File: src/rtl/accumulator_register_pkg.sv
// Shared definitions for the MAC accumulator: mode encodings decoded from the 2-bit mode input.
// Optional build macro used by the top: ACCUMULATOR_SATURATE_EN.
package accumulator_register_pkg;

    typedef enum logic [1:0] {
        MODE_HOLD  = 2'b00,
        MODE_LOAD  = 2'b01,
        MODE_ACC   = 2'b10,
        MODE_CLEAR = 2'b11
    } mode_t;

endpackage

File: src/rtl/accumulator_register_n_bit_register.sv
// WIDTH-bit storage cell with update enable and synchronous active-high reset.
module n_bit_register #(
    parameter int WIDTH = 16
) (
    input  logic             clk,
    input  logic             reset,
    input  logic             enable,
    input  logic [WIDTH-1:0] d,
    output logic [WIDTH-1:0] q
);

    always_ff @(posedge clk) begin
        if (reset) begin
            q <= '0;
        end else if (enable) begin
            q <= d;
        end
    end

endmodule

File: src/rtl/accumulator_register.sv
// Signed accumulating register (hold/load/accumulate/clear) with sticky overflow and saturating term count.
// Build option: define ACCUMULATOR_SATURATE_EN to clamp out on overflow instead of wrapping.
module accumulator_register
    import accumulator_register_pkg::*;
#(
    parameter int WIDTH     = 16,
    parameter int IN_WIDTH  = 8,
    parameter int CNT_WIDTH = 8
) (
    input  logic                 clk,
    input  logic                 reset,
    input  logic                 enable,
    input  logic [1:0]           mode,
    input  logic [IN_WIDTH-1:0]  in,
    output logic [WIDTH-1:0]     out,
    output logic                 overflow,
    output logic [CNT_WIDTH-1:0] count
);

    localparam logic [WIDTH-1:0] SAT_MAX = {1'b0, {(WIDTH-1){1'b1}}};
    localparam logic [WIDTH-1:0] SAT_MIN = {1'b1, {(WIDTH-1){1'b0}}};

    logic [WIDTH-1:0]     in_ext;
    logic [WIDTH-1:0]     sum;
    logic                 acc_ovf;
    logic [WIDTH-1:0]     acc_value;
    logic                 out_en;
    logic [WIDTH-1:0]     out_next;
    logic                 overflow_reg;
    logic [CNT_WIDTH-1:0] count_reg;
    mode_t                mode_sel;

    assign mode_sel = mode_t'(mode);
    assign in_ext   = WIDTH'($signed(in));
    assign sum      = out + in_ext;

    // Signed overflow: addends agree in sign but the sum does not.
    assign acc_ovf = (out[WIDTH-1] == in_ext[WIDTH-1]) && (sum[WIDTH-1] != out[WIDTH-1]);

`ifdef ACCUMULATOR_SATURATE_EN
    // On overflow the addends share a sign, so the old accumulator sign picks the clamp direction.
    assign acc_value = acc_ovf ? (out[WIDTH-1] ? SAT_MIN : SAT_MAX) : sum;
`else
    assign acc_value = sum;
`endif

    always_comb begin
        out_en   = 1'b0;
        out_next = out;
        if (enable) begin
            case (mode_sel)
                MODE_LOAD: begin
                    out_en   = 1'b1;
                    out_next = in_ext;
                end
                MODE_ACC: begin
                    out_en   = 1'b1;
                    out_next = acc_value;
                end
                MODE_CLEAR: begin
                    out_en   = 1'b1;
                    out_next = '0;
                end
                default: begin
                    out_en   = 1'b0;
                    out_next = out;
                end
            endcase
        end
    end

    n_bit_register #(
        .WIDTH(WIDTH)
    ) u_acc_reg (
        .clk    (clk),
        .reset  (reset),
        .enable (out_en),
        .d      (out_next),
        .q      (out)
    );

    always_ff @(posedge clk) begin
        if (reset) begin
            overflow_reg <= 1'b0;
            count_reg    <= '0;
        end else if (enable) begin
            case (mode_sel)
                MODE_LOAD: begin
                    overflow_reg <= 1'b0;
                    count_reg    <= CNT_WIDTH'(1);
                end
                MODE_ACC: begin
                    overflow_reg <= overflow_reg | acc_ovf;
                    if (count_reg != '1) begin
                        count_reg <= count_reg + 1'b1;
                    end
                end
                MODE_CLEAR: begin
                    overflow_reg <= 1'b0;
                    count_reg    <= '0;
                end
                default: begin
                    overflow_reg <= overflow_reg;
                    count_reg    <= count_reg;
                end
            endcase
        end
    end

    assign overflow = overflow_reg;
    assign count    = count_reg;

endmodule

File: config.mk
export PLATFORM = sky130hd
export DESIGN_NAME = accumulator_register
export DESIGN_NICKNAME = d
export VERILOG_FILES = /design/src/rtl/accumulator_register_pkg.sv /design/src/rtl/accumulator_register_n_bit_register.sv /design/src/rtl/accumulator_register.sv
export SDC_FILE = /design/constraint.sdc
export NUM_CORES = 1
export LEC_CHECK = 0
export ABC_AREA = 1
export ABC_CLOCK_PERIOD_IN_PS = 3550
export CORE_MARGIN = 4
export CORE_UTILIZATION = 54
export CTS_CLUSTER_DIAMETER = 30
export CTS_CLUSTER_SIZE = 10
export DETAILED_ROUTE_END_ITERATION = 16
export GPL_TIMING_DRIVEN = 0
export PLACE_DENSITY = 0.91
export SYNTH_ARGS = -nofsm -noshare
export SYNTH_HDL_FRONTEND = slang
export SYNTH_SLANG_ARGS = --single-unit
File: constraint.sdc
create_clock -name clk -period 3.55 [get_ports clk]
set_input_delay 0.71 -clock clk [delete_from_list [all_inputs] [get_ports clk]]
set_output_delay 0.71 -clock clk [all_outputs]
set_load 0.02 [all_outputs]
---- Word-level counts from Yosys, hierarchy flattened ----
Cells that the tools add are included.
word-level totals
  bits in registers ....................... 25
  word-level logic and storage cells ...... 27
  latch bits .............................. 0
  memories kept ........................... 0
  RAM bits ................................ 0
  memory bits (read-only) ................. 0
cells by class
  $add $sub $neg .......................... 2
  mux-type cells .......................... 6
  bitwise logic cells ..................... 1
  shift-type cells ........................ 0
  $lt $le $gt $ge ......................... 0
  reductions and logical operators ........ 8
  multiply operators ...................... 0
  equality and inequality tests ........... 7
  divide/modulo/power cells ............... 0
operators with widths
  operator               count
  $pmux W16 S3           1
  $pmux W8 S3            1
  $add A16 B16 Y16       1
  $add A8 B1 Y8 const B  1
  $mux W8                1
  $ne A8 B8 Y1 const B   1
  $reduce_and A3 Y1      2
  $eq A2 B2 Y1 const B   2
  $reduce_bool A3 Y1     1
  $reduce_or A3 Y1       1
  $eq A2 B1 Y1 const B   1
  $mux W1                2
  $ne A2 B2 Y1 const B   1
  $pmux W1 S2            1
  $reduce_and A2 Y1      1
  $reduce_bool A2 Y1     1
  $reduce_or A2 Y1       1
  $eq A1 B1 Y1           1
  $logic_and A1 B1 Y1    1
  $ne A1 B1 Y1           1
  $or A1 B1 Y1           1

---- Longest topological paths before layout ----
Gate-level depths: netlist (run 1).
  depth in word-level cells ............... 5
  mapped depth ............................ 11
  mapped depth without buffers ............ 11

---- Hierarchy ----
A second synthesis (run 1) with hierarchy kept.
second synthesis, totals
  cell total of the unflattened synthesis .. 423
  area total of the unflattened synthesis .. 2451.1 µm²
modules (own cells, without submodules)
  module                area an instance (µm²)  instances  cells each  sequential area each (µm²)
  accumulator_register  1780.5                  1          322         180.2
  n_bit_register        670.6                   1          101         320.3

---- Least setup slack after synthesis (run 1) ----
OpenSTA, ideal clock, no wires.
  kind .................................... input port to flip-flop
  start point ............................. input port in[0]
  end point ............................... register u_acc_reg.q[12]
  data required time ...................... 3415 ps
  path slack .............................. 1572 ps
  data arrival time ....................... 1842 ps
  setup time .............................. 135 ps
  stages .................................. 11
  path buffers ............................ 0
  path through ............................ ha_1 -> inv_1 -> fa_1 -> inv_1 -> nand3_1 -> nand3_1 -> nand3_1 -> nand3_1 -> nand2_1 -> nand3_1 -> a21oi_1
between the ends
  cells in the longest elaborated chain, start to end .. 2
RTL lines
  element               line                                       source
  start, declared       accumulator_register.sv:14                 input logic [IN_WIDTH-1:0] in,
  $add A16 B16 Y16      accumulator_register.sv:35                 assign sum = out + in_ext;
  $pmux W16 S3          accumulator_register.sv:51                 case (mode_sel)
  end signal, assigned  accumulator_register_n_bit_register.sv:14  q <= '0;
  end signal, assigned  accumulator_register_n_bit_register.sv:16  q <= d;
  end, declared         accumulator_register_n_bit_register.sv:9   output logic [WIDTH-1:0] q
Every way passes these cells.
A chain may end at the register's enable or synchronous reset.

---- Worst setup path in the final report (run 1) ----
  start point ............................. input port in[7]
  end point ............................... register u_acc_reg.q[15]
between the ends
  cells in the longest elaborated chain, start to end .. 2
RTL lines
  element           line
  $add A16 B16 Y16  accumulator_register.sv:35
  $pmux W16 S3 *    accumulator_register.sv:51
Mark *: on every way between the ends. The rest lies on a longest branch, timed or not.

==> impl_metrics.xml, run 1 <==
<?xml version="1.0" encoding="UTF-8"?>
<metrics>
  <group name="timing">
    <metric name="final-setup-viol-count" unit="">0</metric>
    <metric name="slew_headroom" unit="">0.523</metric>
    <metric name="finalWorstSetupSlack" unit="ns">1.03</metric>
    <metric name="post-route-min-period" unit="ns">2.52</metric>
    <metric name="fin_setup_tns" unit="ns">0</metric>
    <metric name="number_of_max_slew_violations_in_the_final_report" unit="">0</metric>
    <metric name="timing.final.hold_violations" unit="">0</metric>
    <metric name="max_clock_freq" unit="MHz">397</metric>
    <metric name="rsz0062_at_grt" unit="">no</metric>
    <metric name="period_share" unit="">0.710</metric>
    <metric name="timing.clock.skew" unit="ns">0.00245</metric>
    <metric name="transition_time_of_the_tightest_slew_check_pin" unit="ns">0.711</metric>
  </group>
  <group name="clock_network">
    <metric name="ctsLongestPathBuffers" unit="">2</metric>
    <metric name="post_cts_buffers" unit="">0</metric>
    <metric name="numClockSinks" unit="">25</metric>
    <metric name="cts_repair_resize_count" unit="">0</metric>
    <metric name="cts_tree" unit="">built</metric>
    <metric name="clock_transition_at_path_regs" unit="ns">0.10</metric>
    <metric name="cts_buffers" unit="">3</metric>
    <metric name="worst_skew_pair.late_latency" unit="ns">0.28</metric>
    <metric name="post_cts_hold_buffers" unit="">0</metric>
    <metric name="cts_max_level" unit="">1</metric>
    <metric name="clk_root_buffer_cell" unit="">clkbuf_8</metric>
  </group>
  <group name="die">
    <metric name="placement_rows" unit="">22</metric>
    <metric name="die_area" unit="um2">4920</metric>
    <metric name="num_io_pins" unit="">38</metric>
    <metric name="effective_utilization_at_floorplan" unit="">0.565</metric>
    <metric name="fp.dieH" unit="um">70.2</metric>
    <metric name="die_x" unit="um">70.2</metric>
    <metric name="core_box_area" unit="um2">3690</metric>
  </group>
  <group name="detailed_routing">
    <metric name="first_pass_iters" unit="">4</metric>
    <metric name="drc" unit="">0</metric>
    <metric name="violation_count_after_the_first_detailed_routing_iteration" unit="">122</metric>
    <metric name="finalWirelength" unit="um">5210</metric>
    <metric name="wirelength_per_cell" unit="um">12.1</metric>
    <metric name="antenna_left" unit="">0</metric>
    <metric name="vias_per_cell" unit="">5.18</metric>
    <metric name="via_count" unit="">2233</metric>
  </group>
  <group name="logic_synthesis">
    <metric name="synth_seq_area_share" unit="">0.240</metric>
    <metric name="netlist_area" unit="um2">2090</metric>
    <metric name="syn-mean-instance-area" unit="um2">6.10</metric>
    <metric name="yosys_warnings" unit="">0</metric>
    <metric name="syn_inst" unit="">342</metric>
    <metric name="synth.top_cells.by_area" unit="">dfxtp_1 24%, nand2_1 17%, ha_1 9.6%</metric>
    <metric name="register_bit_total_from_synthesis" unit="">25</metric>
    <metric name="synthDistinctLibCells" unit="">34</metric>
    <metric name="yosysTopAreaCellShare" unit="">0.240</metric>
    <metric name="mapped_nets" unit="">372</metric>
    <metric name="yosys.area.top_type" unit="">dfxtp_1</metric>
  </group>
  <group name="worst_setup_path">
    <metric name="critPathLaunchType" unit="">input pin</metric>
    <metric name="worst_setup_path_end_kind" unit="">register</metric>
    <metric name="crit_path_start" unit="">in[7]</metric>
    <metric name="worstPathMaxFanout" unit="">11</metric>
    <metric name="cp_data_required_time" unit="ns">3.70</metric>
    <metric name="reg2reg_from" unit="">u_acc_reg.q[0]</metric>
    <metric name="timing.setup.critical_path_class" unit="">in2reg</metric>
    <metric name="cp.arrival" unit="ns">2.68</metric>
  </group>
  <group name="placement">
    <metric name="preCtsSetupSlack" unit="ns">0.754</metric>
    <metric name="post-dp-hpwl" unit="um">4060</metric>
    <metric name="finalWeightedCongestion" unit="">0.907</metric>
    <metric name="buffer_ports.inserted" unit="">37</metric>
  </group>
  <group name="min_path">
    <metric name="hold_path.class" unit="">reg2reg</metric>
    <metric name="min_from" unit="">overflow</metric>
  </group>
  <group name="global_route">
    <metric name="global_route_wire_length_before_repair" unit="um">8960</metric>
    <metric name="grt_overflow" unit="">0</metric>
    <metric name="grt_pass1_vias" unit="">2074</metric>
    <metric name="grt_max_degree" unit="">15</metric>
    <metric name="grt_util_all_layers" unit="">0.217</metric>
    <metric name="antenna_found_initial" unit="">0</metric>
  </group>
  <group name="outcome">
    <metric name="status" unit="">completed</metric>
  </group>
  <group name="power_and_ir_drop">
    <metric name="pwr_density_cell" unit="nW/um2">310</metric>
    <metric name="irDropWorstVdd" unit="mV">0.282</metric>
    <metric name="static-leakage-power" unit="nW">1.27</metric>
  </group>
  <group name="final_layout">
    <metric name="largest_register_ffs" unit="">16</metric>
    <metric name="most_common_library_cell_in_the_layout_ignoring_fill_and_taps" unit="">nand2_1</metric>
    <metric name="final_net_count" unit="">414</metric>
    <metric name="mostFrequentLayoutCells" unit="">97 x nand2_1, 50 x inv_1, 37 x clkdlybuf4s50_1, 29 x a21oi_1, 29 x nand3_1</metric>
    <metric name="final_layout_size_suffix_gt1_frac" unit="">0.0705</metric>
    <metric name="num_antenna_cells" unit="">0</metric>
    <metric name="synthToLayoutAreaGrowth" unit="%">22.9</metric>
  </group>
  <group name="flow_run">
    <metric name="max_capacitance_violation_count" unit="">0</metric>
  </group>
</metrics>
[cells by family after synthesis]
family,after synthesis,synth area share
DFF,25,0.240
xor gates and xnor gates,1,0.00420
buffers and inverters,61,0.117
adders and majority gates,17,0.106
and+or+nand+nor,178,0.387
AOI/OAI and AO/OA,60,0.146
[stage by stage]
step | power [mW] | instance area, um2 | hold slack, ns | cells | utilization
2_1_floorplan | 0.517 | 2090 | 0.526 | 342 | -
3_3_place_gp | 0.606 | 2520 | 0.444 | 427 | 0.682
3_5_place_dp | 0.613 | 2520 | 0.451 | 427 | 0.682
4_1_cts | 0.795 | 2560 | 0.465 | 431 | 0.695
5_1_grt | 0.845 | 2560 | 0.487 | 431 | 0.695
6_report | 0.796 | 2560 | 0.463 | 431 | 0.695
[cell type report]
cell class | count | area (um2)
multi-input combinational | 256 | 1340
fill | 345 | 1130
sequential | 25 | 500
timing repair buffer | 37 | 370
inverter | 57 | 216
tap | 48 | 60.1
clock buffer | 3 | 41.3
buffer | 4 | 27.5
clock inverter | 1 | 5.00
[power by group]
part / internal [mW] / switching (mW)
Sequential: 0.298 / 0.0141
Clock: 0.0791 / 0.107
Combinational: 0.119 / 0.179
[path summary, 6_finish.rpt]
check                     to  slack, ns  cells past startpoint
max          u_acc_reg.q[15]       1.03                     11
min                 overflow       0.46                      2
max reg2reg  u_acc_reg.q[12]       1.63                     11
min reg2reg         overflow       0.46                      2
[critical path, stage by stage]
cell             delay, ns
clkdlybuf4s50_1       0.67
ha_1                  0.53
nand2_1               0.10
inv_1                 0.07
nand2_1               0.07
nor3_1                0.18
nand2_2               0.10
nand2_1               0.08
nand2_1               0.05
nand3_1               0.06
a21oi_1               0.06
[synthesized netlist by cell type (all sizes together)]
cell and instances:
a21oi 30, and2 2, buf 3, clkbuf 1, clkinv 1, dfxtp 25
fa 1, ha 16, inv 56, nand2 104, nand3 30, nand3b 3
nand4 4, nor2 26, nor3 4, o21ai 29, o22ai 1, or2 5
xor2 1
[metal layers]
metal	routed length (um)	global-route usage
met4	32	0.0383
met1	2360	0.285
met2	2530	0.374
met3	283	0.0388
met5	0	0
Power figures use the tool's default switching activity.
==> run 2, diff against run 1 <==
ABC_CLOCK_PERIOD_IN_PS = 2300   (was 3550)
CORE_UTILIZATION = 48   (was 54)
PLACE_DENSITY = 0.86   (was 0.91)
clock period = 2.3 ns   (was 3.55 ns; I/O delays follow)
==> run 2 against run 1 <==
Via count increased by 1.8%; count of clock-buffer cells in the layout is 1 higher; clock power rose by 51%; power is 54% higher; sequential power up 54%; worst hold slack got worse by 0.0079 ns; highest routed layer unchanged; global-route usage shrank 1.0 points; critical path type unchanged; worst setup slack got worse by 0.83 ns; clock skew rose by 0.012 ns; first-iteration DRC count up 30%; critical path depth up 1; flip-flop and latch count unchanged.
==> impl_metrics.xml, run 2 (same netlist as run 1, synthesis figures left out) <==
<?xml version="1.0" encoding="UTF-8"?>
<metrics>
  <group name="outcome">
    <metric name="status" unit="">completed</metric>
  </group>
  <group name="global_route">
    <metric name="grt_overflow" unit="">0</metric>
    <metric name="antenna_found_initial" unit="">0</metric>
    <metric name="grt_util_all_layers" unit="">0.207</metric>
    <metric name="grt_pass1_vias" unit="">2057</metric>
    <metric name="global_route_wire_length_before_repair" unit="um">8970</metric>
    <metric name="grt_max_degree" unit="">14</metric>
  </group>
  <group name="clock_network">
    <metric name="worst_skew_pair.late_latency" unit="ns">0.28</metric>
    <metric name="cts_buffers" unit="">3</metric>
    <metric name="post_cts_buffers" unit="">0</metric>
    <metric name="cts_tree" unit="">built</metric>
    <metric name="clock_transition_at_path_regs" unit="ns">0.10</metric>
    <metric name="cts_max_level" unit="">1</metric>
    <metric name="clk_root_buffer_cell" unit="">clkbuf_8</metric>
    <metric name="numClockSinks" unit="">25</metric>
    <metric name="ctsLongestPathBuffers" unit="">2</metric>
    <metric name="post_cts_hold_buffers" unit="">0</metric>
  </group>
  <group name="final_layout">
    <metric name="final_layout_size_suffix_gt1_frac" unit="">0.0757</metric>
    <metric name="num_antenna_cells" unit="">0</metric>
    <metric name="final_net_count" unit="">414</metric>
    <metric name="finalInstanceArea" unit="um2">2570</metric>
    <metric name="largest_register_ffs" unit="">16</metric>
    <metric name="synthToLayoutAreaGrowth" unit="%">23.4</metric>
    <metric name="mostFrequentLayoutCells" unit="">97 x nand2_1, 49 x inv_1, 36 x clkdlybuf4s50_1, 29 x a21oi_1, 28 x nand3_1</metric>
    <metric name="most_common_library_cell_in_the_layout_ignoring_fill_and_taps" unit="">nand2_1</metric>
  </group>
  <group name="detailed_routing">
    <metric name="vias_per_cell" unit="">5.25</metric>
    <metric name="finalWirelength" unit="um">5250</metric>
    <metric name="route.top_layer_used" unit="">met4</metric>
    <metric name="route.layer.met1.wl" unit="um">2450</metric>
    <metric name="drc" unit="">0</metric>
    <metric name="met3_length" unit="um">287</metric>
    <metric name="first_pass_iters" unit="">4</metric>
    <metric name="met2_wirelength" unit="um">2450</metric>
    <metric name="via_count" unit="">2273</metric>
    <metric name="wirelength_per_cell" unit="um">12.1</metric>
    <metric name="antenna_left" unit="">0</metric>
    <metric name="violation_count_after_the_first_detailed_routing_iteration" unit="">159</metric>
  </group>
  <group name="worst_setup_path">
    <metric name="timing.setup.critical_path_class" unit="">in2reg</metric>
    <metric name="cp_data_required_time" unit="ns">2.45</metric>
    <metric name="worstPathMaxFanout" unit="">4</metric>
    <metric name="reg2reg_from" unit="">u_acc_reg.q[0]</metric>
    <metric name="critPathLaunchType" unit="">input pin</metric>
    <metric name="worst_setup_path_end_kind" unit="">register</metric>
    <metric name="reg2reg_to" unit="">u_acc_reg.q[12]</metric>
    <metric name="cp.arrival" unit="ns">2.26</metric>
    <metric name="worstPathCellList" unit="">clkdlybuf4s50_1, ha_2, inv_1, fa_1, inv_2, nand3_1, nand3_2, nand3_1, nand3_1, nand2_1, nand3_1, a21oi_1</metric>
    <metric name="crit_path_max_incr_delay" unit="ns">0.49</metric>
    <metric name="reg2regPathDepth" unit="">11</metric>
    <metric name="critical_path.most_common_cell" unit="">nand3_1</metric>
    <metric name="timing.critical_path.slowest_stage_cell" unit="">clkdlybuf4s50_1</metric>
    <metric name="reg2reg_setup_slack" unit="ns">0.51</metric>
  </group>
  <group name="power_and_ir_drop">
    <metric name="total_power" unit="mW">1.22</metric>
    <metric name="static-leakage-power" unit="nW">1.28</metric>
    <metric name="irDropWorstVdd" unit="mV">0.373</metric>
    <metric name="pwr_density_cell" unit="nW/um2">475</metric>
  </group>
  <group name="min_path">
    <metric name="hold_path.class" unit="">reg2reg</metric>
    <metric name="worstHoldPathCells" unit="">2</metric>
    <metric name="whs_endpoint" unit="">overflow</metric>
    <metric name="min_from" unit="">overflow</metric>
  </group>
  <group name="placement">
    <metric name="preCtsSetupSlack" unit="ns">-0.242</metric>
    <metric name="post-dp-hpwl" unit="um">3970</metric>
    <metric name="area_of_placed_instances" unit="um2">2520</metric>
    <metric name="finalWeightedCongestion" unit="">0.893</metric>
    <metric name="buffer_ports.inserted" unit="">37</metric>
  </group>
  <group name="timing">
    <metric name="timing.final.hold_violations" unit="">0</metric>
    <metric name="max_clock_freq" unit="MHz">475</metric>
    <metric name="final-setup-viol-count" unit="">0</metric>
    <metric name="finalWorstSetupSlack" unit="ns">0.194</metric>
    <metric name="period_share" unit="">0.916</metric>
    <metric name="post-route-min-period" unit="ns">2.11</metric>
    <metric name="transition_time_of_the_tightest_slew_check_pin" unit="ns">0.740</metric>
    <metric name="number_of_max_slew_violations_in_the_final_report" unit="">0</metric>
    <metric name="slew_headroom" unit="">0.503</metric>
    <metric name="timing.clock.skew" unit="ns">0.0141</metric>
  </group>
  <group name="die">
    <metric name="num_io_pins" unit="">38</metric>
    <metric name="effective_utilization_at_floorplan" unit="">0.507</metric>
    <metric name="core_box_area" unit="um2">4120</metric>
    <metric name="die_area" unit="um2">5460</metric>
    <metric name="placement_rows" unit="">23</metric>
    <metric name="fp.dieH" unit="um">73.9</metric>
    <metric name="die_x" unit="um">73.9</metric>
  </group>
  <group name="flow_run">
    <metric name="max_capacitance_violation_count" unit="">0</metric>
  </group>
</metrics>
run 2: worst max-delay path: cells and delay by family:
kind	cells	cell delay (ns)
fa+ha+maj	2	0.58
compound gates	1	0.06
buf+inv	3	0.62
simple gates	6	0.52
run 2: per-stage QoR:
step                std cells  hold WS [ns]   util  setup TNS [ns]
finish                    433         0.455  0.625               0
global route              433         0.497  0.625         -0.0139
CTS                       433         0.462  0.623               0
detailed placement        429         0.448  0.612           -1.51
global placement          429         0.442  0.612           -1.10
floorplan                 342         0.526      -               0
run 2: power breakdown:
| part | internal, mW | leakage, nW | total, mW | switching (mW) |
|---|---|---|---|---|
| clock | 0.125 | 0.0228 | 0.280 | 0.155 |
| combinational | 0.184 | 1.05 | 0.460 | 0.276 |
| sequential | 0.460 | 0.205 | 0.482 | 0.0225 |
| total | 0.768 | 1.28 | 1.22 | 0.454 |
run 2: what timing repair did:
action,CTS,global route
endpoints found under the hold margin,0,0
setup endpoints to repair,0,6
gates resized for setup,0,4
run 2: worst max-delay path by stage:
stage / start / to / slack, ns / cells past startpoint
CTS: in[7] / u_acc_reg.q[13] / 0.04 / 10
global placement: in[7] / u_acc_reg.q[15] / -0.19 / 11
floorplan: u_acc_reg.q[0] / u_acc_reg.q[12] / 0.54 / 11
finish: in[0] / u_acc_reg.q[12] / 0.19 / 12
global route: in[0] / u_acc_reg.q[12] / -0.01 / 12
detailed placement: in[7] / u_acc_reg.q[15] / -0.24 / 11
run 2: area by class of cell:
type,count,area [um2]
Buffer,4,27.5
Clock buffer,4,45.0
Fill cell,384,1540
Inverter,57,216
Multi-Input combinational cell,256,1350
Sequential cell,25,500
Tap cell,50,62.6
Timing Repair Buffer,37,373
run 2: layer usage:
layer  global-route usage  vias to the layer above
met5                    0                        -
met2                0.346                       59
met1                0.273                     1021
met4               0.0503                        0
met3               0.0397                        7
li1                     -                     1186
